===== src/rtl/mem_req_arbiter_pkg.sv =====
// Shared definitions for the I/D memory request arbiter: tag encoding, bus widths
// and the arbitration state encoding {lock, lock_owner}.
package mem_req_arbiter_pkg;

    localparam int ADDR_W = 32;
    localparam int DATA_W = 32;
    localparam int SIZE_W = 2;
    localparam int STRB_W = 4;

    localparam logic TAG_INST = 1'b0;
    localparam logic TAG_DATA = 1'b1;

    // Upper bit is the lock flag, lower bit the owner tag of the locked request.
    typedef enum logic [1:0] {
        ARB_UNLOCKED = 2'b00,
        ARB_LOCK_I   = 2'b10,
        ARB_LOCK_D   = 2'b11
    } arb_state_e;

    function automatic arb_state_e lock_state(input logic owner);
        return (owner == TAG_DATA) ? ARB_LOCK_D : ARB_LOCK_I;
    endfunction

endpackage


===== src/rtl/mem_req_arbiter_if.sv =====
// SRAM-like request/response bundle. The master drives the address phase and
// receives addr_ok/data_ok/rdata; the slave is the opposite side.
interface mem_req_arbiter_if;
    import mem_req_arbiter_pkg::*;

    logic              req;
    logic              wr;
    logic [SIZE_W-1:0] size;
    logic [STRB_W-1:0] wstrb;
    logic [ADDR_W-1:0] addr;
    logic [DATA_W-1:0] wdata;
    logic              addr_ok;
    logic              data_ok;
    logic [DATA_W-1:0] rdata;

    modport master (
        output req, wr, size, wstrb, addr, wdata,
        input  addr_ok, data_ok, rdata
    );

    modport slave (
        input  req, wr, size, wstrb, addr, wdata,
        output addr_ok, data_ok, rdata
    );

endinterface


===== src/rtl/mem_req_arbiter_tag_fifo.sv =====
// 1-bit-wide in-order tag FIFO recording the owner of each outstanding transaction.
// The head is read combinationally so responses can be routed in the same cycle.
module mem_req_arbiter_tag_fifo #(
    parameter int DEPTH = 4,
    parameter int PTR_W = 2
) (
    input  logic           clk,
    input  logic           resetn,
    input  logic           push,
    input  logic           pop,
    input  logic           din,
    output logic           full,
    output logic           empty,
    output logic [PTR_W:0] count,
    output logic           head
);

    logic [PTR_W-1:0] wr_ptr_reg, wr_ptr_next;
    logic [PTR_W-1:0] rd_ptr_reg, rd_ptr_next;
    logic [PTR_W:0]   count_reg, count_next;
    logic             tag_reg [DEPTH];
    logic [DEPTH-1:0] entry_we;

    genvar gi;
    generate
        for (gi = 0; gi < DEPTH; gi++) begin : g_entry_we
            assign entry_we[gi] = push && (wr_ptr_reg == PTR_W'(gi));
        end
    endgenerate

    always_comb begin
        wr_ptr_next = wr_ptr_reg;
        rd_ptr_next = rd_ptr_reg;
        count_next  = count_reg;
        if (push) wr_ptr_next = wr_ptr_reg + 1'b1;
        if (pop)  rd_ptr_next = rd_ptr_reg + 1'b1;
        case ({push, pop})
            2'b10:   count_next = count_reg + 1'b1;
            2'b01:   count_next = count_reg - 1'b1;
            default: count_next = count_reg;
        endcase
    end

    always_ff @(posedge clk) begin
        if (!resetn) begin
            wr_ptr_reg <= '0;
            rd_ptr_reg <= '0;
            count_reg  <= '0;
            for (int i = 0; i < DEPTH; i++) tag_reg[i] <= 1'b0;
        end else begin
            wr_ptr_reg <= wr_ptr_next;
            rd_ptr_reg <= rd_ptr_next;
            count_reg  <= count_next;
            for (int i = 0; i < DEPTH; i++) begin
                if (entry_we[i]) tag_reg[i] <= din;
            end
        end
    end

    assign full  = (count_reg == (PTR_W+1)'(DEPTH));
    assign empty = (count_reg == '0);
    assign count = count_reg;
    assign head  = tag_reg[rd_ptr_reg];

endmodule


===== src/rtl/mem_req_arbiter.sv =====
// Shares one SRAM-like port between instruction fetch (I) and data (D) requesters,
// D having fixed priority; responses are routed back in order via the tag FIFO.
module mem_req_arbiter
    import mem_req_arbiter_pkg::*;
#(
    parameter int DEPTH = 4,
    parameter int PTR_W = 2
) (
    input  logic           clk,
    input  logic           resetn,
    mem_req_arbiter_if.slave  i_bus,
    mem_req_arbiter_if.slave  d_bus,
    mem_req_arbiter_if.master m_bus,
    output logic [PTR_W:0] outstanding,
    output logic           proto_err
);

    arb_state_e state_reg, state_next;
    logic       proto_err_reg, proto_err_next;
    logic       grant_valid, grant_owner, owner_req;
    logic       err_drop, err_empty;
    logic       push, pop;
    logic       fifo_full, fifo_empty, head_tag;
    logic       i_resp, d_resp;

    always_ff @(posedge clk) begin
        if (!resetn) begin
            state_reg     <= ARB_UNLOCKED;
            proto_err_reg <= 1'b0;
        end else begin
            state_reg     <= state_next;
            proto_err_reg <= proto_err_next;
        end
    end

    always_comb begin
        state_next  = state_reg;
        grant_valid = 1'b0;
        grant_owner = TAG_INST;
        owner_req   = 1'b0;
        err_drop    = 1'b0;
        case (state_reg)
            ARB_UNLOCKED: begin
                if (!fifo_full) begin
                    if (d_bus.req) begin
                        grant_valid = 1'b1;
                        grant_owner = TAG_DATA;
                    end else if (i_bus.req) begin
                        grant_valid = 1'b1;
                    end
                end
            end
            ARB_LOCK_I, ARB_LOCK_D: begin
                // A locked request may not be withdrawn; doing so is flagged and the lock dropped.
                grant_owner = (state_reg == ARB_LOCK_D) ? TAG_DATA : TAG_INST;
                owner_req   = (grant_owner == TAG_DATA) ? d_bus.req : i_bus.req;
                if (!owner_req) begin
                    err_drop   = 1'b1;
                    state_next = ARB_UNLOCKED;
                end else if (!fifo_full) begin
                    grant_valid = 1'b1;
                end
            end
            default: state_next = ARB_UNLOCKED;
        endcase
        if (grant_valid) begin
            state_next = m_bus.addr_ok ? ARB_UNLOCKED : lock_state(grant_owner);
        end
        push           = grant_valid && m_bus.addr_ok;
        pop            = m_bus.data_ok && !fifo_empty;
        err_empty      = m_bus.data_ok && fifo_empty;
        proto_err_next = proto_err_reg || err_drop || err_empty;
    end

    always_comb begin
        m_bus.req   = grant_valid;
        m_bus.wr    = 1'b0;
        m_bus.size  = '0;
        m_bus.wstrb = '0;
        m_bus.addr  = '0;
        m_bus.wdata = '0;
        if (grant_valid) begin
            if (grant_owner == TAG_DATA) begin
                m_bus.wr    = d_bus.wr;
                m_bus.size  = d_bus.size;
                m_bus.wstrb = d_bus.wstrb;
                m_bus.addr  = d_bus.addr;
                m_bus.wdata = d_bus.wdata;
            end else begin
                m_bus.wr    = i_bus.wr;
                m_bus.size  = i_bus.size;
                m_bus.wstrb = i_bus.wstrb;
                m_bus.addr  = i_bus.addr;
                m_bus.wdata = i_bus.wdata;
            end
        end
    end

    assign i_bus.addr_ok = push && (grant_owner == TAG_INST);
    assign d_bus.addr_ok = push && (grant_owner == TAG_DATA);

    assign i_resp        = pop && (head_tag == TAG_INST);
    assign d_resp        = pop && (head_tag == TAG_DATA);
    assign i_bus.data_ok = i_resp;
    assign d_bus.data_ok = d_resp;
    assign i_bus.rdata   = i_resp ? m_bus.rdata : '0;
    assign d_bus.rdata   = d_resp ? m_bus.rdata : '0;

    assign proto_err = proto_err_reg;

    mem_req_arbiter_tag_fifo #(
        .DEPTH (DEPTH),
        .PTR_W (PTR_W)
    ) u_tag_fifo (
        .clk    (clk),
        .resetn (resetn),
        .push   (push),
        .pop    (pop),
        .din    (grant_owner),
        .full   (fifo_full),
        .empty  (fifo_empty),
        .count  (outstanding),
        .head   (head_tag)
    );

endmodule


===== src/flat_wrapper.sv =====
// flat-port wrapper written by rule: the top's interface ports become plain ports
module mem_req_arbiter_flat import mem_req_arbiter_pkg::*;
#(
    parameter int DEPTH = 4,
    parameter int PTR_W = 2
)
  (clk, resetn, outstanding, proto_err, i_bus_req, i_bus_wr, i_bus_size, i_bus_wstrb, i_bus_addr, i_bus_wdata, i_bus_addr_ok, i_bus_data_ok, i_bus_rdata, d_bus_req, d_bus_wr, d_bus_size, d_bus_wstrb, d_bus_addr, d_bus_wdata, d_bus_addr_ok, d_bus_data_ok, d_bus_rdata, m_bus_req, m_bus_wr, m_bus_size, m_bus_wstrb, m_bus_addr, m_bus_wdata, m_bus_addr_ok, m_bus_data_ok, m_bus_rdata);
  mem_req_arbiter_if i_bus_i ();
  mem_req_arbiter_if d_bus_i ();
  mem_req_arbiter_if m_bus_i ();
  input  logic clk;
  input  logic resetn;
  output logic [PTR_W:0] outstanding;
  output logic proto_err;
  input wire logic [$bits(i_bus_i.req)-1:0] i_bus_req;
  input wire logic [$bits(i_bus_i.wr)-1:0] i_bus_wr;
  input wire logic [$bits(i_bus_i.size)-1:0] i_bus_size;
  input wire logic [$bits(i_bus_i.wstrb)-1:0] i_bus_wstrb;
  input wire logic [$bits(i_bus_i.addr)-1:0] i_bus_addr;
  input wire logic [$bits(i_bus_i.wdata)-1:0] i_bus_wdata;
  output wire logic [$bits(i_bus_i.addr_ok)-1:0] i_bus_addr_ok;
  output wire logic [$bits(i_bus_i.data_ok)-1:0] i_bus_data_ok;
  output wire logic [$bits(i_bus_i.rdata)-1:0] i_bus_rdata;
  input wire logic [$bits(d_bus_i.req)-1:0] d_bus_req;
  input wire logic [$bits(d_bus_i.wr)-1:0] d_bus_wr;
  input wire logic [$bits(d_bus_i.size)-1:0] d_bus_size;
  input wire logic [$bits(d_bus_i.wstrb)-1:0] d_bus_wstrb;
  input wire logic [$bits(d_bus_i.addr)-1:0] d_bus_addr;
  input wire logic [$bits(d_bus_i.wdata)-1:0] d_bus_wdata;
  output wire logic [$bits(d_bus_i.addr_ok)-1:0] d_bus_addr_ok;
  output wire logic [$bits(d_bus_i.data_ok)-1:0] d_bus_data_ok;
  output wire logic [$bits(d_bus_i.rdata)-1:0] d_bus_rdata;
  output wire logic [$bits(m_bus_i.req)-1:0] m_bus_req;
  output wire logic [$bits(m_bus_i.wr)-1:0] m_bus_wr;
  output wire logic [$bits(m_bus_i.size)-1:0] m_bus_size;
  output wire logic [$bits(m_bus_i.wstrb)-1:0] m_bus_wstrb;
  output wire logic [$bits(m_bus_i.addr)-1:0] m_bus_addr;
  output wire logic [$bits(m_bus_i.wdata)-1:0] m_bus_wdata;
  input wire logic [$bits(m_bus_i.addr_ok)-1:0] m_bus_addr_ok;
  input wire logic [$bits(m_bus_i.data_ok)-1:0] m_bus_data_ok;
  input wire logic [$bits(m_bus_i.rdata)-1:0] m_bus_rdata;
  assign i_bus_i.req = i_bus_req;
  assign i_bus_i.wr = i_bus_wr;
  assign i_bus_i.size = i_bus_size;
  assign i_bus_i.wstrb = i_bus_wstrb;
  assign i_bus_i.addr = i_bus_addr;
  assign i_bus_i.wdata = i_bus_wdata;
  assign i_bus_addr_ok = i_bus_i.addr_ok;
  assign i_bus_data_ok = i_bus_i.data_ok;
  assign i_bus_rdata = i_bus_i.rdata;
  assign d_bus_i.req = d_bus_req;
  assign d_bus_i.wr = d_bus_wr;
  assign d_bus_i.size = d_bus_size;
  assign d_bus_i.wstrb = d_bus_wstrb;
  assign d_bus_i.addr = d_bus_addr;
  assign d_bus_i.wdata = d_bus_wdata;
  assign d_bus_addr_ok = d_bus_i.addr_ok;
  assign d_bus_data_ok = d_bus_i.data_ok;
  assign d_bus_rdata = d_bus_i.rdata;
  assign m_bus_req = m_bus_i.req;
  assign m_bus_wr = m_bus_i.wr;
  assign m_bus_size = m_bus_i.size;
  assign m_bus_wstrb = m_bus_i.wstrb;
  assign m_bus_addr = m_bus_i.addr;
  assign m_bus_wdata = m_bus_i.wdata;
  assign m_bus_i.addr_ok = m_bus_addr_ok;
  assign m_bus_i.data_ok = m_bus_data_ok;
  assign m_bus_i.rdata = m_bus_rdata;
  mem_req_arbiter #(.DEPTH(DEPTH), .PTR_W(PTR_W)) u_core (.clk(clk), .resetn(resetn), .i_bus(i_bus_i), .d_bus(d_bus_i), .m_bus(m_bus_i), .outstanding(outstanding), .proto_err(proto_err));
endmodule

===== config.mk =====
export PLATFORM = sky130hd
export DESIGN_NAME = mem_req_arbiter_flat
export DESIGN_NICKNAME = d
export VERILOG_FILES = /design/src/rtl/mem_req_arbiter_pkg.sv /design/src/rtl/mem_req_arbiter_if.sv /design/src/rtl/mem_req_arbiter_tag_fifo.sv /design/src/rtl/mem_req_arbiter.sv /design/src/flat_wrapper.sv
export SDC_FILE = /design/constraint.sdc
export NUM_CORES = 1
export LEC_CHECK = 0
export CAP_MARGIN = 10
export CORE_AREA = 2 2 124 126
export DETAILED_ROUTE_END_ITERATION = 8
export DIE_AREA = 0 0 126 128
export GPL_ROUTABILITY_DRIVEN = 0
export PLACE_DENSITY = 0.59
export REMOVE_ABC_BUFFERS = 1
export SETUP_SLACK_MARGIN = 0.05
export SYNTH_ARGS = -nofsm -noshare
export SYNTH_HDL_FRONTEND = slang
export SYNTH_SLANG_ARGS = --single-unit

===== constraint.sdc =====
create_clock -name clk -period 4.9 [get_ports clk]
set_clock_uncertainty 0.1 [all_clocks]
set_input_delay 0.98 -clock clk [delete_from_list [all_inputs] [get_ports clk]]
set_output_delay 0.98 -clock clk [all_outputs]
set_load 0.005 [all_outputs]

==> impl_metrics.py, run 1 <==
metrics = {
    "min_path": {
        "hp-start": "u_core.u_tag_fifo.tag_reg[1]",
        "hold_path.class": "flip-flop to flip-flop",
        "min_path_cells": 2,
        "holdPathEnd": "u_core.u_tag_fifo.tag_reg[1]",
    },
    "clock_tree": {
        "post_cts_buffers": 0,
        "numCtsBuffers": 3,
        "cts_root_buf": "clkbuf_16",
        "ctsResizeCount": 0,
        "clock-sinks": 16,
        "clk_pin_slew_ns": 0.05,
        "cts_tree": "done",
        "cts_hold_buf": 0,
        "htreeDepth": 1,
        "clockBufferDepth": 2,
        "clk_latency_ns": 0.24,
    },
    "timing": {
        "drv_slew": 0,
        "period_share_pct": 90.3,
        "holdWs_ns": 0.362,
        "fin_tns_setup_ns": 0,
        "period_minus_slack_ns": 4.42,
        "worst-slew-pin-transition_ns": 0.715,
        "setup_viol": 0,
        "slew-limit-headroom_pct": 52.4,
        "clock.fmax_mhz": 226,
        "finalHoldViolCount": 0,
        "rsz0062_at_grt": "no",
    },
    "global_route": {
        "antenna_found_initial": 0,
        "grtUsageTotal_pct": 15.3,
        "gr-total-overflow": 0,
        "grt_pass1_vias": 3474,
        "grt_pass1_wl_um": 19900,
        "grt_max_degree": 41,
    },
    "setup_path": {
        "r2r_start": "u_core.u_tag_fifo.count[2]",
        "reg2reg_depth": 10,
        "cp-start-kind": "primary input",
        "arrival_ns": 3.34,
        "worst_ep_required_time_ns": 3.82,
        "rr_endpoint": "u_core.u_tag_fifo.count[2]",
        "crit_type": "primary input to primary output",
        "worstPathMaxFanout": 40,
        "r2r_slack_ns": 1.76,
        "end_kind": "primary output",
    },
    "yosys": {
        "synth_seq_cells": 16,
        "syn_area_um2": 2320,
        "yosysSeqAreaShare_pct": 14.3,
        "synth-warning-count": 0,
        "postSynthAreaPerCell_um2": 5.76,
        "synthFlopType": "dfxtp_1",
        "yosysUniqueCellTypes": 36,
        "syn_inst": 402,
        "async_flop_share_pct": 0,
        "synth_edf_count": 1,
    },
    "detailed_routing": {
        "drtIter0Drc": 146,
        "drtAntennaViolNets": 0,
        "vias": 3788,
        "wl_um": 13700,
        "wl_per_cell_um": 15.4,
        "first_pass_iters": 5,
        "vias_per_cell": 4.26,
        "drc": 0,
    },
    "floorplanning": {
        "die_h_um": 128,
        "initial_utilization_pct": 15.6,
        "rows": 45,
        "dieArea_um2": 16100,
        "dieWidth_um": 126,
        "ioPinCount": 324,
        "design.core.area_um2": 14900,
    },
    "layout": {
        "drive_gt1_share_pct": 2.85,
        "final_cells": 890,
        "nets": 889,
        "antenna_cells": 0,
        "syn_to_final_growth_pct": 150,
    },
    "pwr": {
        "power.total_uw": 1740,
        "internal_power_uw": 1070,
        "switching_share_pct": 38.8,
        "combinationalPowerShare_pct": 78.7,
        "p_leak_uw": 0.00236,
        "powerDensity_nw_per_um2": 300,
        "clock_power_share_pct": 10.1,
        "ir_drop_uv": 113,
        "switchingPower_uw": 674,
        "p_seq_share_pct": 11.2,
    },
    "place": {
        "dpl.hpwl_um": 11100,
        "place_inst": 886,
        "portBuffers": 323,
    },
    "run": {
        "drv_cap": 0,
    },
    "status": {
        "status": "completed",
    },
}
==> layer usage <==
metal / track usage, % / up-vias / part of all wire [%]
met5: 0 / - / 0
met3: 2.96 / 20 / 6.0
met1: 18.7 / 1706 / 40
met2: 28.1 / 148 / 52
met4: 2.65 / 0 / 1.6
li1: - / 1914 / -
==> layout by cell type, fill, tap and decap left out, types with 3 or more instances in the layout <==
master           instances
dfxtp_1                 15
clkdlybuf4s50_1        323
inv_1                    8
nor2_1                   3
nand2_1                152
and3_1                  35
mux2i_1                  5
buf_4                    7
nand3_1                  4
a21oi_1                 71
ha_1                     5
and2_1                  39
a21boi_1                 3
clkbuf_16                3
==> how the worst max path moves through the flow <==
stage / cells past startpoint / to / slack [ns] / from
after floorplan: 4 / m_bus_addr[0] / 0.05 / d_bus_req
after global placement: 6 / m_bus_wdata[8] / 0.48 / d_bus_req
after detailed placement: 6 / m_bus_wdata[31] / 0.43 / d_bus_req
after CTS: 6 / m_bus_wdata[31] / 0.42 / d_bus_req
after global routing: 6 / m_bus_wdata[8] / 0.30 / d_bus_req
final: 6 / m_bus_wdata[8] / 0.48 / d_bus_req
==> stage by stage <==
| stage | worst slack (ns) | area (µm²) | util (%) |
|---|---|---|---|
| 2_1_floorplan | 0.0538 | 2150 | - |
| 3_3_place_gp | 0.476 | 5700 | 38.4 |
| 5_1_grt | 0.303 | 5790 | 39.0 |
| 6_report | 0.477 | 5790 | 39.0 |
| 4_1_cts | 0.421 | 5790 | 39.0 |
| 3_5_place_dp | 0.429 | 5700 | 38.4 |
==> synthesized netlist by cell type, types with 2 or more instances <==
| master | instances | area, µm² |
|---|---|---|
| nor2_1 | 3 | 11.3 |
| nand2b_1 | 2 | 12.5 |
| o31a_1 | 2 | 17.5 |
| xor2_1 | 2 | 17.5 |
| and2_1 | 39 | 244 |
| nand3_1 | 4 | 20.0 |
| xnor2_1 | 2 | 17.5 |
| nor2b_1 | 2 | 12.5 |
| nand2_1 | 152 | 571 |
| inv_1 | 8 | 30.0 |
| mux2i_1 | 5 | 50.1 |
| buf_2 | 19 | 95.1 |
| a21boi_1 | 3 | 22.5 |
| ha_1 | 5 | 62.6 |
| clkbuf_1 | 14 | 52.6 |
| and3_1 | 35 | 219 |
| dfxtp_1 | 15 | 300 |
| o21ai_0 | 2 | 10.0 |
| a21oi_1 | 71 | 355 |
==> kinds of logic after synthesis <==
group                      Yosys count  share of synthesized area (%)
DFF                                 16                           14.3
AOI/OAI and AO/OA                   84                           19.8
xor gates and xnor gates             4                           1.51
muxes                                6                           3.13
buffers and inverters               44                           8.75
adders and majority gates            6                           3.57
and+or+nand+nor                    242                           49.0
==> layout make-up <==
cell class	count	area [µm²]
repair buffers	331	3310
clock buffers	4	88.8
fillers	1510	9070
well taps	188	235
flip-flops and latches	16	330
multi-input cells	342	1790
inverters	9	36.3
==> power by group through the flow <==
| stage | clock [µW] | sequential (µW) | combinational, µW |
|---|---|---|---|
| CTS | 179 | 197 | 1380 |
| global route | 185 | 202 | 1490 |
| floorplan | 0 | 192 | 522 |
| detailed placement | 0 | 199 | 1380 |
| finish | 176 | 196 | 1370 |
| global placement | 0 | 197 | 1370 |
==> critical path, cell delays in order <==
cell	delay (ns)
clkdlybuf4s50_1	0.54
nand2b_1	0.08
a311o_2	0.66
buf_12	0.29
a21oi_1	0.23
clkdlybuf4s50_1	0.55
Note: power is estimated with default switching activity, not from simulation.
==> run 2, diff against run 1 <==
- CAP_MARGIN: 10 -> unset
- CORE_AREA: 2 2 124 126 -> 2 2 126 128
- DIE_AREA: 0 0 126 128 -> 0 0 128 130
- SYNTH_HIERARCHICAL: unset -> 1
==> impl_metrics.py, run 2 <==
metrics = {
    "setup_path": {
        "cp-start-kind": "primary input",
        "reg2reg_depth": 13,
        "worstPathMaxFanout": 30,
        "r2r_start": "u_core/u_tag_fifo/count[0]",
        "worst_ep_required_time_ns": 3.82,
        "arrival_ns": 3.29,
        "end_kind": "primary output",
        "r2r_slack_ns": 2.13,
        "rr_endpoint": "u_core/u_tag_fifo/count[2]",
        "crit_type": "primary input to primary output",
    },
    "clock_tree": {
        "clock-sinks": 16,
        "ctsResizeCount": 0,
        "clk_latency_ns": 0.24,
        "clockBufferDepth": 2,
        "post_cts_buffers": 0,
        "cts_hold_buf": 0,
        "htreeDepth": 1,
        "cts_tree": "done",
        "cts_root_buf": "clkbuf_16",
        "numCtsBuffers": 3,
        "clk_pin_slew_ns": 0.05,
    },
    "timing": {
        "rsz0062_at_grt": "no",
        "fin_tns_setup_ns": 0,
        "clock.fmax_mhz": 229,
        "finalHoldViolCount": 0,
        "period_share_pct": 89.2,
        "slew-limit-headroom_pct": 67.9,
        "setup_viol": 0,
        "drv_slew": 0,
        "holdWs_ns": 0.363,
        "worst-slew-pin-transition_ns": 0.480,
        "period_minus_slack_ns": 4.37,
    },
    "detailed_routing": {
        "first_pass_iters": 4,
        "wl_um": 13800,
        "vias_per_cell": 4.21,
        "vias": 3812,
        "drtAntennaViolNets": 0,
        "drtIter0Drc": 153,
        "wl_met3_um": 1340,
        "wl_met1_um": 4990,
        "wl_per_cell_um": 15.2,
        "wl_met2_um": 7100,
        "drc": 0,
        "routed.top_layer": "met4",
    },
    "yosys": {
        "syn_inst": 408,
        "netlist_top_cells_area": "nand2_1 (25%), a21oi_1 (13%), dfxtp_1 (13%)",
        "synth.top_cell.area_share_pct": 24.6,
        "synth_most_common_cell": "nand2_1",
        "synth_edf_count": 1,
        "yosysSeqAreaShare_pct": 13.8,
        "synth_top_cell_by_area": "nand2_1",
        "syn_area_um2": 2400,
        "ys_top_cells_by_count": "nand2_1 (157), a21oi_1 (61), and2_1 (39)",
        "async_flop_share_pct": 0,
        "synth-warning-count": 6,
        "postSynthAreaPerCell_um2": 5.87,
        "synthFlopType": "dfxtp_1",
        "yosysUniqueCellTypes": 34,
        "synth_seq_cells": 16,
    },
    "status": {
        "status": "completed",
    },
    "global_route": {
        "grt_pass1_wl_um": 20500,
        "gr-total-overflow": 0,
        "grt_pass1_vias": 3736,
        "grtUsageTotal_pct": 15.7,
        "grt_max_degree": 57,
        "antenna_found_initial": 0,
    },
    "place": {
        "dpl.hpwl_um": 11600,
        "portBuffers": 323,
    },
    "min_path": {
        "min_path_cells": 2,
        "hold_path.class": "flip-flop to flip-flop",
        "holdPathEnd": "u_core/u_tag_fifo/tag_reg[2]",
        "hp-start": "u_core/u_tag_fifo/tag_reg[2]",
    },
    "layout": {
        "fin_util_pct": 38.1,
        "antenna_cells": 0,
        "nets": 900,
        "fill_cells": 1602,
        "layout_common_cells": "clkdlybuf4s50_1 (323), nand2_1 (157), a21oi_1 (61)",
        "mostFrequentLayoutCell": "clkdlybuf4s50_1",
        "syn_to_final_growth_pct": 145,
        "drive_gt1_share_pct": 4.63,
    },
    "pwr": {
        "powerDensity_nw_per_um2": 284,
        "ir_drop_uv": 131,
        "power.total_uw": 1670,
        "p_leak_uw": 0.00239,
    },
    "floorplanning": {
        "rows": 46,
        "dieWidth_um": 128,
        "dieArea_um2": 16600,
        "design.core.area_um2": 15400,
        "initial_utilization_pct": 15.5,
        "die_h_um": 130,
        "ioPinCount": 324,
    },
    "run": {
        "drv_cap": 0,
    },
}
==> run 2: cell types whose count changed in the layout (fill, tap and decap cells not counted), moves of 2 or more <==
| cell | change |
|---|---|
| mux2i_1 | -3 |
| o21ai_0 | +2 |
| nand2_1 | +5 |
| buf_4 | +4 |
| a21oi_1 | -10 |
| a21boi_0 | +3 |
| nor3_1 | +3 |
| a21oi_2 | +10 |
| a21boi_1 | -2 |
==> run 2: cells by family (layout without fill, tap and decap cells) <==
group / Yosys count / after routing / share of synthesized area (%)
xor+xnor: 5 / 5 / 1.83
fa+ha+maj: 6 / 6 / 3.45
buf+inv: 44 / 349 / 10.8
simple gates: 249 / 249 / 48.0
compound gates: 85 / 85 / 20.4
mux: 3 / 3 / 1.78
flops: 16 / 16 / 13.8
==> run 2: worst max-delay path, cell delays in order <==
cell	delay (ns)
clkdlybuf4s50_1	0.53
nor2b_2	0.24
a21boi_4	0.11
inv_4	0.23
buf_12	0.22
nand2_1	0.07
a21oi_1	0.29
clkdlybuf4s50_1	0.61
==> run 2: per-layer routing <==
layer	track usage, %	vias to the layer above
met3	4.10	22
met4	4.85	0
li1	-	1935
met2	30.9	236
met1	16.2	1619
met5	0	-
==> run 2: worst max path at each step <==
| stage | slack [ns] | end | cells past startpoint | start |
|---|---|---|---|---|
| after floorplan | -1.15 | i_bus_addr_ok | 4 | d_bus_req |
| after global placement | 0.41 | m_bus_wdata[6] | 8 | d_bus_req |
| after detailed placement | 0.43 | m_bus_wdata[6] | 8 | d_bus_req |
| after CTS | 0.42 | m_bus_wdata[6] | 8 | d_bus_req |
| after global routing | 0.34 | m_bus_wdata[6] | 8 | d_bus_req |
| final | 0.53 | m_bus_wdata[6] | 8 | d_bus_req |
==> run 2: cell type report <==
type,count,area [µm²],share of cell area [%]
inverters,9,36.3,0.618
clock buffers,4,88.8,1.51
multi-input cells,348,1820,31.0
flip-flops and latches,16,330,5.62
repair buffers,336,3360,57.1
well taps,192,240,4.09
==> run 2: per-stage QoR <==
| stage | cells | worst slack, ns | cell area (µm²) |
|---|---|---|---|
| 5_1_grt | 905 | 0.336 | 5870 |
| 3_5_place_dp | 901 | 0.432 | 5790 |
| 2_1_floorplan | 373 | -1.15 | 2170 |
| 3_3_place_gp | 901 | 0.411 | 5790 |
| 6_report | 905 | 0.527 | 5870 |
| 4_1_cts | 905 | 0.424 | 5870 |
==> run 2: where the power goes <==
group / internal (µW) / switching, µW / leakage (µW)
registers: 161 / 25.6 / 0.000133
clock network: 124 / 48.5 / 0.0000442
logic: 743 / 563 / 0.00221
total: 1030 / 637 / 0.00239
==> run 3, diff against run 2 <==
- CTS_BUF_LIST: unset -> sky130_fd_sc_hd__clkbuf_16
==> impl_metrics.py, run 3 (synthesis results as in run 2) <==
metrics = {
    "run": {
        "drv_cap": 0,
    },
    "clock_tree": {
        "cts_hold_buf": 0,
        "clock-sinks": 16,
        "htreeDepth": 1,
        "clockBufferDepth": 2,
        "cts_tree": "done",
        "post_cts_buffers": 0,
        "ctsResizeCount": 0,
        "numCtsBuffers": 3,
        "clk_latency_ns": 0.24,
        "clk_pin_slew_ns": 0.05,
        "cts_root_buf": "clkbuf_16",
    },
    "pwr": {
        "power.total_uw": 1650,
        "p_seq_share_pct": 11.3,
        "switchingPower_uw": 638,
        "clock_power_share_pct": 9.5,
        "ir_drop_uv": 131,
        "switching_share_pct": 38.6,
        "internal_power_uw": 1010,
        "p_leak_uw": 0.00238,
        "powerDensity_nw_per_um2": 281,
        "combinationalPowerShare_pct": 79.2,
    },
    "min_path": {
        "min_path_cells": 2,
        "hold_path.class": "flip-flop to flip-flop",
    },
    "layout": {
        "antenna_cells": 0,
        "syn_to_final_growth_pct": 145,
        "final_area_um2": 5860,
        "layout_common_cells": "clkdlybuf4s50_1 (323), nand2_1 (157), a21oi_1 (61)",
        "fill_cells": 1606,
        "nets": 900,
        "mostFrequentLayoutCell": "clkdlybuf4s50_1",
        "drive_gt1_share_pct": 4.49,
    },
    "floorplanning": {
        "dieWidth_um": 128,
        "design.core.area_um2": 15400,
        "rows": 46,
        "dieArea_um2": 16600,
        "die_h_um": 130,
        "ioPinCount": 324,
        "initial_utilization_pct": 15.5,
    },
    "timing": {
        "setup_ws_ns": 0.524,
        "setup_viol": 0,
        "worst-slew-pin-transition_ns": 0.480,
        "drv_slew": 0,
        "period_minus_slack_ns": 4.38,
        "rsz0062_at_grt": "no",
        "clock.fmax_mhz": 229,
        "finalHoldViolCount": 0,
        "period_share_pct": 89.3,
        "slew-limit-headroom_pct": 67.9,
    },
    "detailed_routing": {
        "drtIter0Drc": 155,
        "wl_per_cell_um": 15.2,
        "drc": 0,
        "wl_um": 13800,
        "drtAntennaViolNets": 0,
        "vias": 3830,
        "first_pass_iters": 4,
        "vias_per_cell": 4.23,
    },
    "setup_path": {
        "worst_ep_required_time_ns": 3.82,
        "crit_type": "primary input to primary output",
        "worstPathMaxFanout": 30,
        "arrival_ns": 3.30,
        "end_kind": "primary output",
        "reg2reg_depth": 13,
        "cp-start-kind": "primary input",
    },
    "global_route": {
        "grt_pass1_vias": 3747,
        "gr-total-overflow": 0,
        "grt_pass1_wl_um": 20500,
        "antenna_found_initial": 0,
        "grtUsageTotal_pct": 15.7,
        "grt_max_degree": 57,
    },
    "status": {
        "status": "completed",
    },
    "place": {
        "dpl.hpwl_um": 11600,
        "portBuffers": 323,
        "post-place-ws_ns": 0.432,
        "placed_area_um2": 5790,
    },
}
==> run 3: cell count changes in the layout (fill, tap and decap cells not counted) <==
cell,before,now
clkbuf_8,1,0
clkinv_1,0,1
==> run 3: power by group through the flow <==
| stage | clock network [µW] | registers, µW | logic, µW |
|---|---|---|---|
| 2_1_floorplan | 0 | 185 | 496 |
| 3_3_place_gp | 0 | 189 | 1330 |
| 3_5_place_dp | 0 | 189 | 1320 |
| 4_1_cts | 161 | 187 | 1330 |
| 5_1_grt | 168 | 191 | 1430 |
| 6_report | 156 | 187 | 1310 |
==> run 3: worst paths after layout <==
check	start	endpoint	slack [ns]
hold / removal	u_core/u_tag_fifo/tag_reg[2]	u_core/u_tag_fifo/tag_reg[2]	0.36
setup / recovery	d_bus_req	m_bus_wdata[6]	0.52
hold reg to reg	u_core/u_tag_fifo/tag_reg[2]	u_core/u_tag_fifo/tag_reg[2]	0.36
setup reg to reg	u_core/u_tag_fifo/count[0]	u_core/u_tag_fifo/count[2]	2.12
==> run 3: per-layer routing <==
metal,vias up,track usage [%],routed length (µm)
met1,1630,16.2,4940
met3,24,4.10,1360
met5,-,0,0
met4,0,4.85,348
li1,1936,-,-
met2,240,31.0,7120
==> run 3: critical path, stage by stage <==
cell and delay (ns):
clkdlybuf4s50_1 0.53, nor2b_2 0.24, a21boi_4 0.10, inv_4 0.23, buf_12 0.22, nand2_1 0.07, a21oi_1 0.29, clkdlybuf4s50_1 0.61
==> run 3: layout make-up <==
cell class | instances | area (µm²) | share of cell area [%]
repair buffers | 336 | 3360 | 57.2
multi-input cells | 348 | 1820 | 31.1
clock buffers | 3 | 75.1 | 1.28
well taps | 192 | 240 | 4.10
flip-flops and latches | 16 | 330 | 5.63
inverters | 9 | 36.3 | 0.619
clock inverters | 1 | 3.75 | 0.0640
==> run 3: per-stage QoR <==
| stage | std cells | utilization, % | TNS [ns] | hold WS (ns) |
|---|---|---|---|---|
| finish | 905 | 38.0 | 0 | 0.363 |
| global route | 905 | 38.0 | 0 | 0.400 |
| floorplan | 373 | - | -75.81 | 0.340 |
| global placement | 901 | 37.5 | 0 | 0.358 |
| CTS | 905 | 38.0 | 0 | 0.366 |
| detailed placement | 901 | 37.5 | 0 | 0.359 |
